`src/rtl/uart_tx_buffered.sv`:
```
`default_nettype none
// ============================================================================
// Module   : uart_tx_buffered
// Purpose  : Buffered 8N1 UART transmitter with 16x oversampling baud ticks.
//            Bytes written by the datapath are queued in an internal FIFO and
//            sent onto the serial line one frame per byte.
// Ports    : clk      - system clock, rising edge
//            reset    - synchronous active-high reset
//            wr_uart  - write strobe (accepted when tx_full=0)
//            w_data   - byte to queue
//            tx_full  - FIFO holds 2**ADDR_W entries
//            tx_empty - FIFO holds no entries
//            tx_busy  - a frame is on the line
//            tx       - serial output, idle high
// Revision : 1.0 - initial release
// ============================================================================
module uart_tx_buffered #(
    parameter int DBIT    = 8,
    parameter int SB_TICK = 16,
    parameter int DVSR    = 163,
    parameter int DVSR_W  = 8,
    parameter int ADDR_W  = 4
) (
    input  logic            clk,
    input  logic            reset,
    input  logic            wr_uart,
    input  logic [DBIT-1:0] w_data,
    output logic            tx_full,
    output logic            tx_empty,
    output logic            tx_busy,
    output logic            tx
);

    localparam int c_DEPTH = 2 ** ADDR_W;
    localparam int c_N_W   = (DBIT > 1) ? $clog2(DBIT) : 1;

    typedef enum logic [1:0] {
        IDLE  = 2'd0,
        START = 2'd1,
        DATA  = 2'd2,
        STOP  = 2'd3
    } state_t;

    // ------------------------------------------------------------------
    // Baud tick generator (free running, never re-phased per frame)
    // ------------------------------------------------------------------
    logic [DVSR_W-1:0] baud_q, baud_d;
    logic              s_tick;

    always_comb begin
        s_tick = (baud_q == DVSR_W'(DVSR - 1));
        baud_d = s_tick ? '0 : baud_q + 1'b1;
    end

    // ------------------------------------------------------------------
    // FIFO
    // ------------------------------------------------------------------
    logic [DBIT-1:0]   mem_q [c_DEPTH];
    logic [ADDR_W-1:0] wr_ptr_q, wr_ptr_d;
    logic [ADDR_W-1:0] rd_ptr_q, rd_ptr_d;
    logic [ADDR_W:0]   count_q, count_d;
    logic              full_q, full_d;
    logic              empty_q, empty_d;
    logic              push;
    logic              pop;

    // A write while full is dropped even if the FSM pops in the same cycle.
    assign push = wr_uart && !full_q;

    always_comb begin
        wr_ptr_d = push ? wr_ptr_q + 1'b1 : wr_ptr_q;
        rd_ptr_d = pop  ? rd_ptr_q + 1'b1 : rd_ptr_q;
        count_d  = count_q;
        case ({push, pop})
            2'b10:   count_d = count_q + 1'b1;
            2'b01:   count_d = count_q - 1'b1;
            default: count_d = count_q;
        endcase
        // Flags are registered from the post-edge count.
        full_d  = (count_d == (ADDR_W+1)'(c_DEPTH));
        empty_d = (count_d == '0);
    end

    always_ff @(posedge clk) begin
        if (push) begin
            mem_q[wr_ptr_q] <= w_data;
        end
    end

    // ------------------------------------------------------------------
    // Transmit FSM
    // ------------------------------------------------------------------
    state_t            state_q, state_d;
    logic [3:0]        s_q, s_d;
    logic [c_N_W-1:0]  n_q, n_d;
    logic [DBIT-1:0]   b_q, b_d;
    logic              tx_q, tx_d;

    always_comb begin
        state_d = state_q;
        s_d     = s_q;
        n_d     = n_q;
        b_d     = b_q;
        pop     = 1'b0;
        case (state_q)
            IDLE: begin
                if (!empty_q) begin
                    pop     = 1'b1;
                    b_d     = mem_q[rd_ptr_q];
                    s_d     = 4'd0;
                    state_d = START;
                end
            end
            START: begin
                if (s_tick) begin
                    if (s_q == 4'd15) begin
                        s_d     = 4'd0;
                        n_d     = '0;
                        state_d = DATA;
                    end else begin
                        s_d = s_q + 4'd1;
                    end
                end
            end
            DATA: begin
                if (s_tick) begin
                    if (s_q == 4'd15) begin
                        s_d = 4'd0;
                        b_d = b_q >> 1;
                        if (n_q == c_N_W'(DBIT - 1)) begin
                            state_d = STOP;
                        end else begin
                            n_d = n_q + 1'b1;
                        end
                    end else begin
                        s_d = s_q + 4'd1;
                    end
                end
            end
            default: begin // STOP
                if (s_tick) begin
                    if (s_q == 4'(SB_TICK - 1)) begin
                        state_d = IDLE;
                    end else begin
                        s_d = s_q + 4'd1;
                    end
                end
            end
        endcase

        // The line level is registered from the next state, so tx changes
        // on the same edge as the state and never glitches.
        case (state_d)
            START:   tx_d = 1'b0;
            DATA:    tx_d = b_d[0];
            default: tx_d = 1'b1;
        endcase
    end

    always_ff @(posedge clk) begin
        if (reset) begin
            baud_q   <= '0;
            wr_ptr_q <= '0;
            rd_ptr_q <= '0;
            count_q  <= '0;
            full_q   <= 1'b0;
            empty_q  <= 1'b1;
            state_q  <= IDLE;
            s_q      <= 4'd0;
            n_q      <= '0;
            b_q      <= '0;
            tx_q     <= 1'b1;
        end else begin
            baud_q   <= baud_d;
            wr_ptr_q <= wr_ptr_d;
            rd_ptr_q <= rd_ptr_d;
            count_q  <= count_d;
            full_q   <= full_d;
            empty_q  <= empty_d;
            state_q  <= state_d;
            s_q      <= s_d;
            n_q      <= n_d;
            b_q      <= b_d;
            tx_q     <= tx_d;
        end
    end

    assign tx       = tx_q;
    assign tx_full  = full_q;
    assign tx_empty = empty_q;
    assign tx_busy  = (state_q != IDLE);

endmodule
`default_nettype wire
```
`config.mk`:
```
export PLATFORM = sky130hd
export DESIGN_NAME = uart_tx_buffered
export DESIGN_NICKNAME = d
export VERILOG_FILES = /design/src/rtl/uart_tx_buffered.sv
export SDC_FILE = /design/constraint.sdc
export NUM_CORES = 1
export LEC_CHECK = 0
export BUFFER_PORTS_ARGS = -buffer_cell sky130_fd_sc_hd__buf_2
export CAP_MARGIN = 15
export CORE_MARGIN = 2
export CORE_UTILIZATION = 35
export DETAILED_ROUTE_END_ITERATION = 10
export GPL_TIMING_DRIVEN = 0
export PLACE_DENSITY_LB_ADDON = 0.08
export SLEW_MARGIN = 15
export SYNTH_ARGS = -nofsm -noshare
export SYNTH_HDL_FRONTEND = slang
export SYNTH_SLANG_ARGS = --single-unit
export TNS_END_PERCENT = 1
```
`constraint.sdc`:
```
create_clock -name clk -period 2 [get_ports clk]
set_input_delay 0.2 -clock clk [delete_from_list [all_inputs] [get_ports clk]]
set_output_delay 0.2 -clock clk [all_outputs]
set_load 0.02 [all_outputs]
```
==> results.ini <==
[outcome]
status=finished with violations
violations=setup timing

[placed_design]
io_buffers=13
placed_cell_area_um2=7742
place.gp.congestion=0.7194
pre_cts_ws_ns=-0.3415
place_hpwl_um=10320

[detailed_routing]
wirelength_um=15770
drtIter0Drc=193
drtAntennaViolNets=0
firstDrtPassIters=4
routed_via_density=5.001
detail_route.wl_per_cell_um=19.35
drc=0
via_count=4076

[finish]
n_antenna_cell=0
register_area_um2=4752
fillerInstances=1899
layout.nets=559
post-route-util_pct=43.04
multi_input_area_um2=2630
drive_above_1_share_pct=31.56
stdcell_area_um2=8737
syn2layout_area_growth_pct=20.56

[worst_setup_path]
crit_top_cell=ha_4
arrival_ns=2.50
timing.rr.start=state_q[1]
slowest_stage=dfxtp_2
r2r_cells=13
crit_buf_inv=3
critPathMaxStageDelay_ns=0.33
worstSetupPathType=register to register
critPathRequiredTime_ns=2.32
critPathLaunchType=register
crit_chain=inv_2 > ha_4 > nand2b_4 > inv_4 > nand2_4 > xnor2_4 > ha_4 > o311ai_4 > a221oi_2 > a211oi_2 > buf_4 > xor2_1 > o21bai_1
reg2reg_slack_ns=-0.18
cp_top_family=compound AO/OA/AOI/OAI gates
path_max_fanout=3
r2r-end=tx_empty
critPathCaptureType=register

[min_path]
min_from=w_data[6]
hp-class=primary input to register
hold-path-cell-count=1
holdPathEnd=mem_q[11][6]

[yosys]
synthesis.nets=509
synth.distinct_cells=60
ys_ff_latch=173
synth_edf_count=128
yosysWarningCount=0
netlist_area_um2=7247
avgSynthCellArea_um2=15.04
synth_seq_area_share_pct=65.47
synthFlopType=edfxtp_1
synth_adder_area_share_pct=2.762
ys_top_cells_by_area=edfxtp_1, dfxtp_1, mux4_2, nor2_1, ha_1
synth_xor_area_share_pct=2.296
synth_top_area_share_pct=53.04
syn_inst=482
synth_compound_area_share_pct=5.128
synth_top_family_by_area=multiplexers
synth_top_cell_by_area=edfxtp_1
synth-async-reset-ratio_pct=0
synth.area.mux_share_pct=12.60
synthSimpleGateAreaFrac_pct=9.202

[timing]
fin_crit_sh_pct=109.1
slew_headroom_pct=58.63
clock_skew_ns=0.02016
worstMarginPinSlew_ns=0.6199
maxSlewViolCount=0
fin_crit_ns=2.183
hold_viol_final=0
max_freq_mhz=458.2
setup_violations=4
rsz0062_at_grt=yes
worst_slack_ns=-0.1827
hold_ws_ns=0.1514

[floorplanning]
boundaryPins=15
core_area_um2=20300
die_w_um=147.9
num_rows=52
die_area_um2=21870
start_util_pct=35.70
die_y_um=147.9

[global_route]
grt_first_pass_wirelength_um=24030
grt_overflow=0
antenna_found_initial=0
grt_pass1_vias=4113
gr-usage-all-layers_pct=15.04
grt_max_degree=17

[clocking]
htreeDepth=4
cts_hold_buffers=0
cts_root_buf=clkbuf_16
cts_tree=built
numCtsBuffers=17
cts_buffer_depth=2
clkSinkCount=173
clk_pin_slew_ns=0.07
clk_latency_ns=0.43

[power_and_ir_drop]
power_leakage_uw=0.002924
powerDensity_nw_per_um2=1228
max-vdd-ir-drop_v=0.0006817

[run]
max_cap_viol_count=0

-- cell type report --
| class | instances | area share [%] |
|---|---|---|
| Inverter | 9 | 0.4439 |
| Clock buffer | 18 | 4.912 |
| Clock inverter | 14 | 1.518 |
| Sequential cell | 173 | 54.39 |
| Multi-Input combinational cell | 275 | 30.10 |
| Tap cell | 270 | 3.867 |
| Buffer | 23 | 2.263 |
| Timing Repair Buffer | 33 | 2.506 |
-- report_power, final --
part | internal, uW | switching [uW] | leakage [uW]
logic | 1600 | 1610 | 0.00113
registers | 4130 | 206 | 0.00153
clock network | 1730 | 1450 | 0.000264
-- registers in the layout, indices dropped and copies added (netlist names), named ones only --
name	count
mem_q	128
n_q	3
tx_full	1
count_q	5
wr_ptr_q	4
rd_ptr_q	4
state_q	2
tx	1
tx_empty	1
s_q	4
b_q	8
baud_q	8
-- cells by family (layout without fill, tap and decap cells) --
| kind of cell | count (synthesis) | count (layout) |
|---|---|---|
| xor gates and xnor gates | 19 | 19 |
| muxes | 50 | 50 |
| buffers and inverters | 34 | 97 |
| adders and majority gates | 16 | 16 |
| and+or+nand+nor | 137 | 137 |
| DFF | 173 | 173 |
| AOI/OAI and AO/OA | 53 | 53 |
-- cells in the mapped netlist, types with 3 or more instances --
cell	instances
edfxtp_1	128
nor2_1	58
dfxtp_1	45
mux4_2	29
nand2_1	23
mux2i_1	17
ha_1	16
a21oi_1	15
nor3_1	14
xor2_1	12
clkbuf_1	10
nand3_1	9
buf_2	8
and3_1	7
inv_1	7
o21ai_0	7
xnor2_1	7
nand2b_1	5
nor2b_1	5
o221ai_1	5
buf_6	3
mux4_1	3
nand4_1	3
-- how the worst max path moves through the flow --
stage	cells after the start	endpoint	from	slack (ns)
after global routing	13	tx_empty	state_q[1]	-0.30
final	13	tx_empty	state_q[1]	-0.18
after global placement	4	mem_q[0][1]	tx_full	-0.71
after detailed placement	12	tx_full	state_q[1]	-0.34
after CTS	12	tx_full	state_q[0]	-0.22
after floorplan	12	tx_full	state_q[1]	-0.006
-- metrics by stage --
stage / std cells / TNS, ns / total power, uW
floorplan: 482 / -0.005750 / 6333
finish: 815 / -0.5458 / 10730
global route: 815 / -1.747 / 11280
detailed placement: 769 / -11.95 / 6986
CTS: 811 / -0.6778 / 10510
global placement: 765 / -33.97 / 6943
-- what timing repair did --
item,in CTS,in global routing
hold endpoints to repair,0,0
setup endpoints to repair,110,44
pin swaps,8,18
setup buffers,11,5
gates resized for setup,47,28
-- placed cells by master (no fill, tap or decap), drive strengths merged, types with 3 or more instances in the layout --
master      n
a211oi      3
a21oi      16
and3        7
buf        48
clkbuf     26
clkinv      4
clkinvlp    4
dfxtp      45
edfxtp    128
ha         16
inv        14
mux2i      17
mux4       32
nand2      24
nand2b      5
nand3      10
nand4       3
nor2       58
nor2b       5
nor3       14
o21ai       8
o221ai      5
xnor2       7
xor2       12
-- layer usage --
layer  wire length (um)  global-route usage [%]  share of wire (%)  vias to the layer above
met5                  0                       0                  0                        -
met2               7519                   22.98                 48                       49
met4                197                   4.905                1.2                        0
met1               7607                   21.40                 48                     2076
li1                   -                       -                  -                     1940
met3                447                   3.426                2.8                       11
(Power assumes the default switching activity.)
